### src/rtl/mtr_drv_pkg.sv
// Shared types and constants for the two-channel H-bridge PWM driver.
package mtr_drv_pkg;

    localparam int PWM_PERIOD_BITS = 11;
    localparam int SPD_BITS        = 12;

    typedef logic [PWM_PERIOD_BITS-1:0] pwm_cnt_t;
    typedef logic signed [SPD_BITS-1:0] spd_t;
    typedef logic [5:0]                 dead_t;

    typedef struct packed {
        logic pwm1;
        logic pwm2;
    } bridge_drv_t;

    localparam pwm_cnt_t DUTY_OFFSET      = 11'd1024;
    localparam pwm_cnt_t CNT_MAX          = '1;
    localparam spd_t     SPD_CLIP_MAX     = 12'sd1023;
    localparam spd_t     SPD_CLIP_MIN     = -12'sd1024;
    localparam dead_t    DEAD_CYC_DEFAULT = 6'd32;

    // Clip to the 11-bit signed range, then offset so speed 0 lands at 50 % duty.
    function automatic pwm_cnt_t spd_to_duty(spd_t spd);
        spd_t clipped;
        if (spd > SPD_CLIP_MAX) begin
            clipped = SPD_CLIP_MAX;
        end else if (spd < SPD_CLIP_MIN) begin
            clipped = SPD_CLIP_MIN;
        end else begin
            clipped = spd;
        end
        return pwm_cnt_t'(clipped) + DUTY_OFFSET;
    endfunction

endpackage

### src/rtl/mtr_drv_if.sv
// Speed command / enable in, four bridge drives out.
interface mtr_drv_if;
    import mtr_drv_pkg::*;

    logic mtr_en;
    spd_t lft_spd;
    spd_t rght_spd;
    logic PWM1_lft;
    logic PWM2_lft;
    logic PWM1_rght;
    logic PWM2_rght;

    modport master (
        output mtr_en, lft_spd, rght_spd,
        input  PWM1_lft, PWM2_lft, PWM1_rght, PWM2_rght
    );

    modport slave (
        input  mtr_en, lft_spd, rght_spd,
        output PWM1_lft, PWM2_lft, PWM1_rght, PWM2_rght
    );

endinterface

### src/rtl/mtr_drv_pwm_deadtime.sv
// One H-bridge channel: duty shadow, raw compare against the shared counter,
// dead-time insertion and registered complementary drives.
module pwm_deadtime
    import mtr_drv_pkg::*;
#(
    parameter dead_t DEAD_CYC = DEAD_CYC_DEFAULT
) (
    input  logic        clk,
    input  logic        rst,
    input  logic        en,
    input  spd_t        spd,
    input  pwm_cnt_t    cnt,
    input  logic        load,
    output bridge_drv_t drv
);

    pwm_cnt_t duty_shadow;
    logic     raw;
    logic     raw_prev;
    logic     en_q;
    dead_t    dead_cnt;
    dead_t    dead_nxt;
    logic     dead_done;

    // en_q forces a fresh dead interval on the first enabled clock after a
    // disable or reset, so re-enable behaves like a raw transition.
    always_comb begin
        raw       = (cnt < duty_shadow);
        dead_nxt  = dead_cnt;
        if (!en || !en_q || (raw != raw_prev)) begin
            dead_nxt = '0;
        end else if (dead_cnt < DEAD_CYC) begin
            dead_nxt = dead_cnt + 6'd1;
        end
        dead_done = (dead_nxt == DEAD_CYC);
    end

    always_ff @(posedge clk or posedge rst) begin
        if (rst) begin
            duty_shadow <= DUTY_OFFSET;
            raw_prev    <= 1'b0;
            en_q        <= 1'b0;
            dead_cnt    <= '0;
            drv         <= '0;
        end else begin
            if (load) begin
                duty_shadow <= spd_to_duty(spd);
            end
            raw_prev <= raw;
            en_q     <= en;
            dead_cnt <= dead_nxt;
            drv.pwm1 <= en & raw & dead_done;
            drv.pwm2 <= en & ~raw & dead_done;
        end
    end

endmodule

### src/rtl/mtr_drv.sv
// Two-channel motor PWM driver: shared 2048-clock period counter feeding
// independent left/right dead-time channels.
module mtr_drv
    import mtr_drv_pkg::*;
#(
    parameter dead_t DEAD_CYC = DEAD_CYC_DEFAULT
) (
    input logic       clk,
    input logic       rst,
    mtr_drv_if.slave  bus
);

    pwm_cnt_t    cnt;
    logic        load;
    bridge_drv_t drv_lft;
    bridge_drv_t drv_rght;

    always_ff @(posedge clk or posedge rst) begin
        if (rst) begin
            cnt <= '0;
        end else begin
            cnt <= cnt + 11'd1;
        end
    end

    // Shadow duties refresh on the last count so each period uses one duty.
    assign load = (cnt == CNT_MAX);

    pwm_deadtime #(.DEAD_CYC(DEAD_CYC)) u_lft (
        .clk  (clk),
        .rst  (rst),
        .en   (bus.mtr_en),
        .spd  (bus.lft_spd),
        .cnt  (cnt),
        .load (load),
        .drv  (drv_lft)
    );

    pwm_deadtime #(.DEAD_CYC(DEAD_CYC)) u_rght (
        .clk  (clk),
        .rst  (rst),
        .en   (bus.mtr_en),
        .spd  (bus.rght_spd),
        .cnt  (cnt),
        .load (load),
        .drv  (drv_rght)
    );

    assign bus.PWM1_lft  = drv_lft.pwm1;
    assign bus.PWM2_lft  = drv_lft.pwm2;
    assign bus.PWM1_rght = drv_rght.pwm1;
    assign bus.PWM2_rght = drv_rght.pwm2;

endmodule

### src/flat_wrapper.sv
// flat-port wrapper written by rule: the top's interface ports become plain ports
module mtr_drv_flat import mtr_drv_pkg::*;
#(
    parameter dead_t DEAD_CYC = DEAD_CYC_DEFAULT
)
  (clk, rst, bus_mtr_en, bus_lft_spd, bus_rght_spd, bus_PWM1_lft, bus_PWM2_lft, bus_PWM1_rght, bus_PWM2_rght);
  mtr_drv_if bus_i ();
  input logic clk;
  input logic rst;
  input wire logic [$bits(bus_i.mtr_en)-1:0] bus_mtr_en;
  input wire logic [$bits(bus_i.lft_spd)-1:0] bus_lft_spd;
  input wire logic [$bits(bus_i.rght_spd)-1:0] bus_rght_spd;
  output wire logic [$bits(bus_i.PWM1_lft)-1:0] bus_PWM1_lft;
  output wire logic [$bits(bus_i.PWM2_lft)-1:0] bus_PWM2_lft;
  output wire logic [$bits(bus_i.PWM1_rght)-1:0] bus_PWM1_rght;
  output wire logic [$bits(bus_i.PWM2_rght)-1:0] bus_PWM2_rght;
  assign bus_i.mtr_en = bus_mtr_en;
  assign bus_i.lft_spd = bus_lft_spd;
  assign bus_i.rght_spd = bus_rght_spd;
  assign bus_PWM1_lft = bus_i.PWM1_lft;
  assign bus_PWM2_lft = bus_i.PWM2_lft;
  assign bus_PWM1_rght = bus_i.PWM1_rght;
  assign bus_PWM2_rght = bus_i.PWM2_rght;
  mtr_drv #(.DEAD_CYC(DEAD_CYC)) u_core (.clk(clk), .rst(rst), .bus(bus_i));
endmodule
### config.mk
export PLATFORM = sky130hd
export DESIGN_NAME = mtr_drv_flat
export DESIGN_NICKNAME = d
export VERILOG_FILES = /design/src/rtl/mtr_drv_pkg.sv /design/src/rtl/mtr_drv_if.sv /design/src/rtl/mtr_drv_pwm_deadtime.sv /design/src/rtl/mtr_drv.sv /design/src/flat_wrapper.sv
export SDC_FILE = /design/constraint.sdc
export NUM_CORES = 1
export LEC_CHECK = 0
export CORE_AREA = 2 2 75 77
export CTS_CLUSTER_SIZE = 20
export DETAILED_ROUTE_END_ITERATION = 8
export DIE_AREA = 0 0 77 79
export GPL_TIMING_DRIVEN = 0
export PLACE_DENSITY = 0.77
export SETUP_SLACK_MARGIN = 0.4
export SYNTH_ARGS = -nofsm -noshare
export SYNTH_HDL_FRONTEND = slang
export SYNTH_SLANG_ARGS = --single-unit
### constraint.sdc
create_clock -name clk -period 2.7 [get_ports clk]
set_clock_uncertainty 0.15 [all_clocks]
set_input_delay 0.675 -clock clk [delete_from_list [all_inputs] [get_ports clk]]
set_output_delay 0.675 -clock clk [all_outputs]
set_load 0.02 [all_outputs]
==> impl_metrics.py, run 1 <==
metrics = {
    "global_route": {
        "grt_pass1_wl_um": 9720,
        "grt_pass1_vias": 2216,
        "overflow": 0,
        "grt_start_max_net_pins": 45,
        "grtUsageTotal": 0.195,
        "grt_antenna_before_repair": 0,
    },
    "finish": {
        "antenna_cells": 0,
        "seq_area_um2": 1310,
        "stdcell_count": 415,
        "final_util": 0.675,
        "n_fill_cell": 448,
        "nets": 392,
        "syn_to_final_growth_pct": 26.6,
        "multi_input_area_um2": 1550,
        "layout-drive-gt1-share": 0.160,
    },
    "power": {
        "power.switching_uw": 318,
        "pwr-share-comb": 0.075,
        "cellInternalPower_uw": 1120,
        "ir_worst_vdd_mv": 0.350,
        "seqPwrFrac": 0.551,
        "power_frac_clock": 0.374,
        "power.share.switching": 0.221,
        "p_leak_uw": 0.00176,
        "p_total_uw": 1440,
        "p_per_area_nw_per_um2": 399,
    },
    "synth": {
        "synth_most_common_cell": "dfrtp_1",
        "ys_types": 37,
        "syn_area_per_cell_um2": 9.64,
        "synth_edf_count": 0,
        "synth_top_area_share": 0.440,
        "synth_top_family_by_area": "simple AND/OR/NAND/NOR gates",
        "async_reset_ff_frac": 1.00,
        "synthCells": 295,
        "synth_top_area_cell": "dfrtp_1",
        "synth.ff_latch_count": 52,
        "synth_area_leaders": "dfrtp_1, ha_1, o21ai_0, mux2_2, nand2_1",
        "synth_fa_ha_area_frac": 0.115,
        "ys_warn_count": 0,
        "ys_seq_area_frac": 0.458,
        "synth_compound_area_frac": 0.122,
        "ys.flop_type": "dfrtp_1",
        "synth_mux_area_frac": 0.0466,
        "synth_xor_area_frac": 0.0523,
        "synth.net_count": 345,
        "synth_area_um2": 2850,
        "synthSimpleGateAreaFrac": 0.159,
        "synthTopCellsByCount": "dfrtp_1, o21ai_0, nand2_1",
    },
    "hold_path": {
        "worstHoldStart": "u_core.u_rght.raw_prev",
        "worst_hold_path.endpoint": "u_core.u_rght.drv[0]",
        "hold_path_class": "reg -> reg",
        "min_path_cells": 1,
    },
    "worst_setup_path": {
        "r2r_start": "u_core.cnt[8]",
        "crit_family": "simple AND/OR/NAND/NOR gates",
        "crit_type": "reg -> reg",
        "start_kind": "flip-flop",
        "r2r_end": "u_core.u_lft.dead_cnt[1]",
        "arrival_ns": 2.32,
        "crit_slowest_cell": "dfrtp_1",
        "cp_cell_sequence": "ha_1 > nand4_4 > nor2_1 > a311o_1 > or3_4 > buf_8 > a211oi_2",
        "cp_num_buf_inv": 1,
        "slowest_delay_ns": 0.46,
        "worstPathMaxFanout": 7,
        "reg2reg_depth": 7,
        "endpoint_kind": "flip-flop",
        "rrSetupSlack_ns": 0.46,
        "worstPathRequired_ns": 2.78,
    },
    "sta": {
        "min_period_ns": 2.24,
        "drv_slew": 0,
        "fmax_mhz": 447,
        "worst_pin_slew_ns": 0.493,
        "whs_ns": 0.319,
        "final.setup.tns_ns": 0,
        "setup_viol": 0,
        "rsz0062_at_grt": "yes",
        "hold_violations": 0,
        "finalCritPeriodShare": 0.829,
        "slew_headroom": 0.670,
    },
    "routing": {
        "drt.antenna.violating_nets": 0,
        "first_pass_iters": 4,
        "drc": 0,
        "drt-total-wl_um": 5460,
        "avgRoutedWirePerCell_um": 13.2,
        "drt_iter0_drc": 82,
        "vias": 2178,
        "routed_via_density": 5.25,
    },
    "clock_tree": {
        "cts.path.max_buffers": 2,
        "insertion_delay_ns": 0.31,
        "clkSinkCount": 52,
        "hold_buffers": 0,
        "root_buffer": "clkbuf_8",
        "clkTransAtPathRegs_ns": 0.10,
        "cts_tree": "yes",
        "cts_buffers": 5,
        "htree_levels": 2,
    },
    "flow_run": {
        "drv_cap": 0,
    },
    "place": {
        "dpl.hpwl_um": 3870,
        "numPortBuffers": 30,
        "dpl.cell_count": 398,
        "place_congestion": 0.878,
    },
    "run_status": {
        "status": "finished, final reports clean",
    },
    "die": {
        "die_w_um": 77,
        "core-area_um2": 5340,
        "io_pins": 31,
        "die-area_um2": 6080,
        "die_h_um": 79,
        "rows": 27,
        "start_util": 0.533,
    },
}
## layer usage
metal / vias up / GRT usage / share of wire
met2: 30 / 0.354 / 0.52
met3: 4 / 0.0375 / 0.027
met5: - / 0 / 0
met1: 1046 / 0.242 / 0.44
li1: 1098 / - / -
met4: 0 / 0.0429 / 0.0060
## cell type report
class                           count  area share
Inverter                           25      0.0261
Tap cell                           72      0.0250
Sequential cell                    52       0.363
Buffer                             10      0.0136
Clock inverter                      3      0.0118
Multi-Input combinational cell    208       0.430
Clock buffer                        5      0.0191
Timing Repair Buffer               40       0.111
## flip-flops by register name, indices dropped and copies added (netlist names)
| register | cells |
|---|---|
| u_core.u_rght.raw_prev | 1 |
| u_core.u_rght.duty_shadow | 11 |
| u_core.u_lft.drv | 2 |
| u_core.u_lft.raw_prev | 1 |
| u_core.u_rght.en_q | 1 |
| u_core.u_rght.dead_cnt | 6 |
| u_core.u_lft.dead_cnt | 6 |
| u_core.u_rght.drv | 2 |
| u_core.cnt | 11 |
| u_core.u_lft.duty_shadow | 11 |
## per-stage QoR
step | setup WS, ns | area (µm²)
after floorplan | 0.388 | 2850
after global placement | -0.340 | 3240
after detailed placement | 0.231 | 3260
after CTS | 0.400 | 3480
after global routing | 0.374 | 3600
final | 0.462 | 3600
## cells in the final DEF (no fill, tap or decap), types with 9 or more instances in the layout
cell type,count
nand2_1,28
dfrtp_1,47
clkdlybuf4s50_1,30
ha_1,17
nor2_1,26
a21oi_1,9
xor2_1,9
clkbuf_1,9
inv_1,23
mux2_2,9
nand3_1,10
o21ai_0,36
## worst reg2reg max path, stage by stage (launching register included)
cell,delay (ns)
dfrtp_1,0.46
ha_1,0.36
nand4_4,0.11
nor2_1,0.05
a311o_1,0.30
or3_4,0.38
buf_8,0.14
a211oi_2,0.21
## worst max path at each step
stage / startpoint / endpoint / cells past startpoint
2_1_floorplan: u_core.u_rght.duty_shadow[10] / u_core.u_rght.dead_cnt[0] / 7
3_3_place_gp: rst / u_core.u_rght.duty_shadow[1] / 2
3_5_place_dp: u_core.u_rght.duty_shadow[10] / u_core.u_rght.dead_cnt[1] / 7
4_1_cts: u_core.cnt[8] / u_core.u_rght.dead_cnt[1] / 7
5_1_grt: u_core.cnt[4] / u_core.u_lft.dead_cnt[0] / 7
6_report: u_core.cnt[8] / u_core.u_lft.dead_cnt[1] / 7
## repair_timing
item	in CTS	in global routing
setup buffers	5	4
resized for setup	10	15
gates cloned	0	0
pin swaps	6	2
setup endpoints to repair	12	13
## kinds of logic after synthesis
family / after synthesis
buffers and inverters: 35
multiplexers: 12
XOR/XNOR: 17
AO/OA/AOI/OAI: 60
AND/OR/NAND/NOR: 92
flip-flops: 52
adder cells (fa/ha/maj): 27
## power groups by stage
stage	Sequential, µW	Clock, µW	Combinational [µW]
after global placement	807	0	99.3
after detailed placement	808	0	106
after CTS	792	550	108
after global routing	794	579	121
final	793	537	107
after floorplan	806	0	49.7
Note: power is estimated with default switching activity, not from simulation.
==> run 2, diff against run 1 <==
- CORE_AREA: 2 2 75 77 -> 2 2 78 80
- DIE_AREA: 0 0 77 79 -> 0 0 80 82
- PLACE_DENSITY: 0.77 -> 0.75
- clock period: 2.7 -> 2.03 ns (I/O delays scaled with it)
==> run 2 against run 1 <==
  * The run now ends with setup timing left
  * Cell area grew 6.1%
  * First-iteration DRC count grew 21%
  * Non-clock buffer count grew 8
  * Register-to-register slack lost 0.68 ns
  * Combinational power grew 36%
  * Routed wire length grew 15%
  * Maximum frequency shrank 0.40%
  * Global-route usage shrank 0.33 points
  * Sequential share of layout area shrank 2.0 points
  * Largest cell class unchanged
  * Highest routed layer unchanged
==> impl_metrics.py, run 2 (same netlist as run 1, synthesis figures left out) <==
metrics = {
    "sta": {
        "worst_slack_ns": -0.217,
        "rsz0062_at_grt": "yes",
        "drv_slew": 0,
        "final.setup.tns_ns": -2.49,
        "slew_headroom": 0.228,
        "min_period_ns": 2.25,
        "whs_ns": 0.308,
        "fmax_mhz": 445,
        "finalCritPeriodShare": 1.11,
        "hold_violations": 0,
        "worst_pin_slew_ns": 1.15,
        "setup_viol": 16,
    },
    "finish": {
        "layout_common_cells": "dfrtp_1, o21ai_0, nand2_1, clkdlybuf4s50_1, nor2_1",
        "nets": 401,
        "multi_input_area_um2": 1690,
        "seq_area_um2": 1310,
        "final_util": 0.665,
        "syn_to_final_growth_pct": 34.3,
        "layout_commonest_cell": "dfrtp_1",
        "design_area_um2": 3820,
        "layout-drive-gt1-share": 0.261,
        "reg_top3": "u_core.cnt: 11 flops, u_core.u_lft.duty_shadow: 11 flops, u_core.u_rght.duty_shadow: 11 flops",
        "n_fill_cell": 464,
        "antenna_cells": 0,
    },
    "run_status": {
        "violations": "setup timing",
        "status": "complete, but fails checks",
    },
    "worst_setup_path": {
        "crit_type": "reg -> reg",
        "crit_family": "flip-flops",
        "cp_num_cells": 8,
        "start_kind": "flip-flop",
        "crit_slowest_cell": "dfstp_2",
        "cp_cell_sequence": "inv_2 > ha_4 > nand4_4 > nor2_2 > or3_4 > a211oi_4 > buf_12 > mux2_4",
        "cp_num_buf_inv": 2,
        "worstPathRequired_ns": 2.08,
        "reg2reg_depth": 8,
        "worstPathMaxFanout": 7,
        "arrival_ns": 2.30,
        "slowest_delay_ns": 0.55,
        "endpoint_kind": "flip-flop",
    },
    "clock_tree": {
        "insertion_delay_ns": 0.31,
        "clkTransAtPathRegs_ns": 0.09,
        "cts.path.max_buffers": 2,
        "htree_levels": 2,
        "clkSinkCount": 52,
        "cts_tree": "yes",
        "cts_buffers": 5,
        "root_buffer": "clkbuf_8",
    },
    "power": {
        "ir_worst_vdd_mv": 0.323,
        "p_leak_uw": 0.00185,
        "p_per_area_nw_per_um2": 476,
    },
    "die": {
        "start_util": 0.495,
        "die_w_um": 80,
        "io_pins": 31,
        "core-area_um2": 5750,
        "rows": 28,
        "die_h_um": 82,
        "die-area_um2": 6560,
    },
    "place": {
        "place_congestion": 0.757,
        "place_ws_ns": -0.426,
        "placed_area_um2": 3390,
        "dpl.hpwl_um": 3990,
        "numPortBuffers": 30,
    },
    "routing": {
        "drt_iter0_drc": 99,
        "routed_via_density": 5.31,
        "drt.antenna.violating_nets": 0,
        "drt-total-wl_um": 6260,
        "first_pass_iters": 4,
        "vias": 2267,
        "drc": 0,
        "avgRoutedWirePerCell_um": 14.7,
    },
    "global_route": {
        "grtUsageTotal": 0.192,
        "grt_pass1_vias": 2193,
        "overflow": 0,
        "grt_antenna_before_repair": 0,
        "grt_pass1_wl_um": 9810,
        "grt_start_max_net_pins": 53,
    },
    "hold_path": {
        "hold_path_class": "in -> async",
    },
    "flow_run": {
        "drv_cap": 0,
    },
}
==> run 2: cell types whose count changed in the layout (fill, tap and decap cells not counted), moves of 5 or more <==
cell and change:
mux2_4 +5, clkdlybuf4s50_1 -5, clkbuf_8 +5, o21ai_1 +6, o21ai_0 -7, clkbuf_1 -5, buf_4 +5, mux2_2 -5
==> run 2: timing repair <==
item,CTS,global route
buffers inserted,14,2
hold buffers,0,0
pin swaps,7,8
gates cloned,2,1
resized for setup,45,20
endpoints found under the setup margin,44,45
==> run 2: cell type report <==
class | count | area share
clock inverter | 2 | 0.00262
multi-input combinational | 208 | 0.442
clock buffer | 6 | 0.0216
inverter | 25 | 0.0255
timing repair inverter | 1 | 0.00131
sequential | 52 | 0.344
timing repair buffer | 48 | 0.115
tap | 75 | 0.0246
buffer | 10 | 0.0236
==> run 2: through the flow <==
stage	total power (µW)	std cells
after global placement	1210	400
after detailed placement	1220	400
after global routing	1880	427
after CTS	1830	424
final	1820	427
after floorplan	1140	295
==> run 2: layer usage <==
metal,GRT usage,up-vias,part of all wire
met5,0,-,0
met4,0.0542,0,0.012
met3,0.0341,8,0.027
met2,0.359,39,0.53
met1,0.224,1103,0.43
li1,-,1117,-
==> run 2: final timing paths <==
check                                                to  slack, ns                          start
max                           u_core.u_rght.dead_cnt[3]      -0.22  u_core.u_rght.duty_shadow[10]
min                               u_core.u_lft.raw_prev       0.31                            rst
max reg2reg                   u_core.u_rght.dead_cnt[3]      -0.22  u_core.u_rght.duty_shadow[10]
min reg2reg                        u_core.u_rght.drv[0]       0.32         u_core.u_rght.raw_prev
max in group asynchronous  u_core.u_rght.duty_shadow[8]       0.71                            rst
min in group clk                   u_core.u_rght.drv[0]       0.32         u_core.u_rght.raw_prev
==> run 2: where the power goes <==
part / switching [µW] / total, µW / internal (µW)
clock: 347 / 620 / 273
sequential: 7.92 / 1050 / 1050
combinational: 69.5 / 145 / 75.8
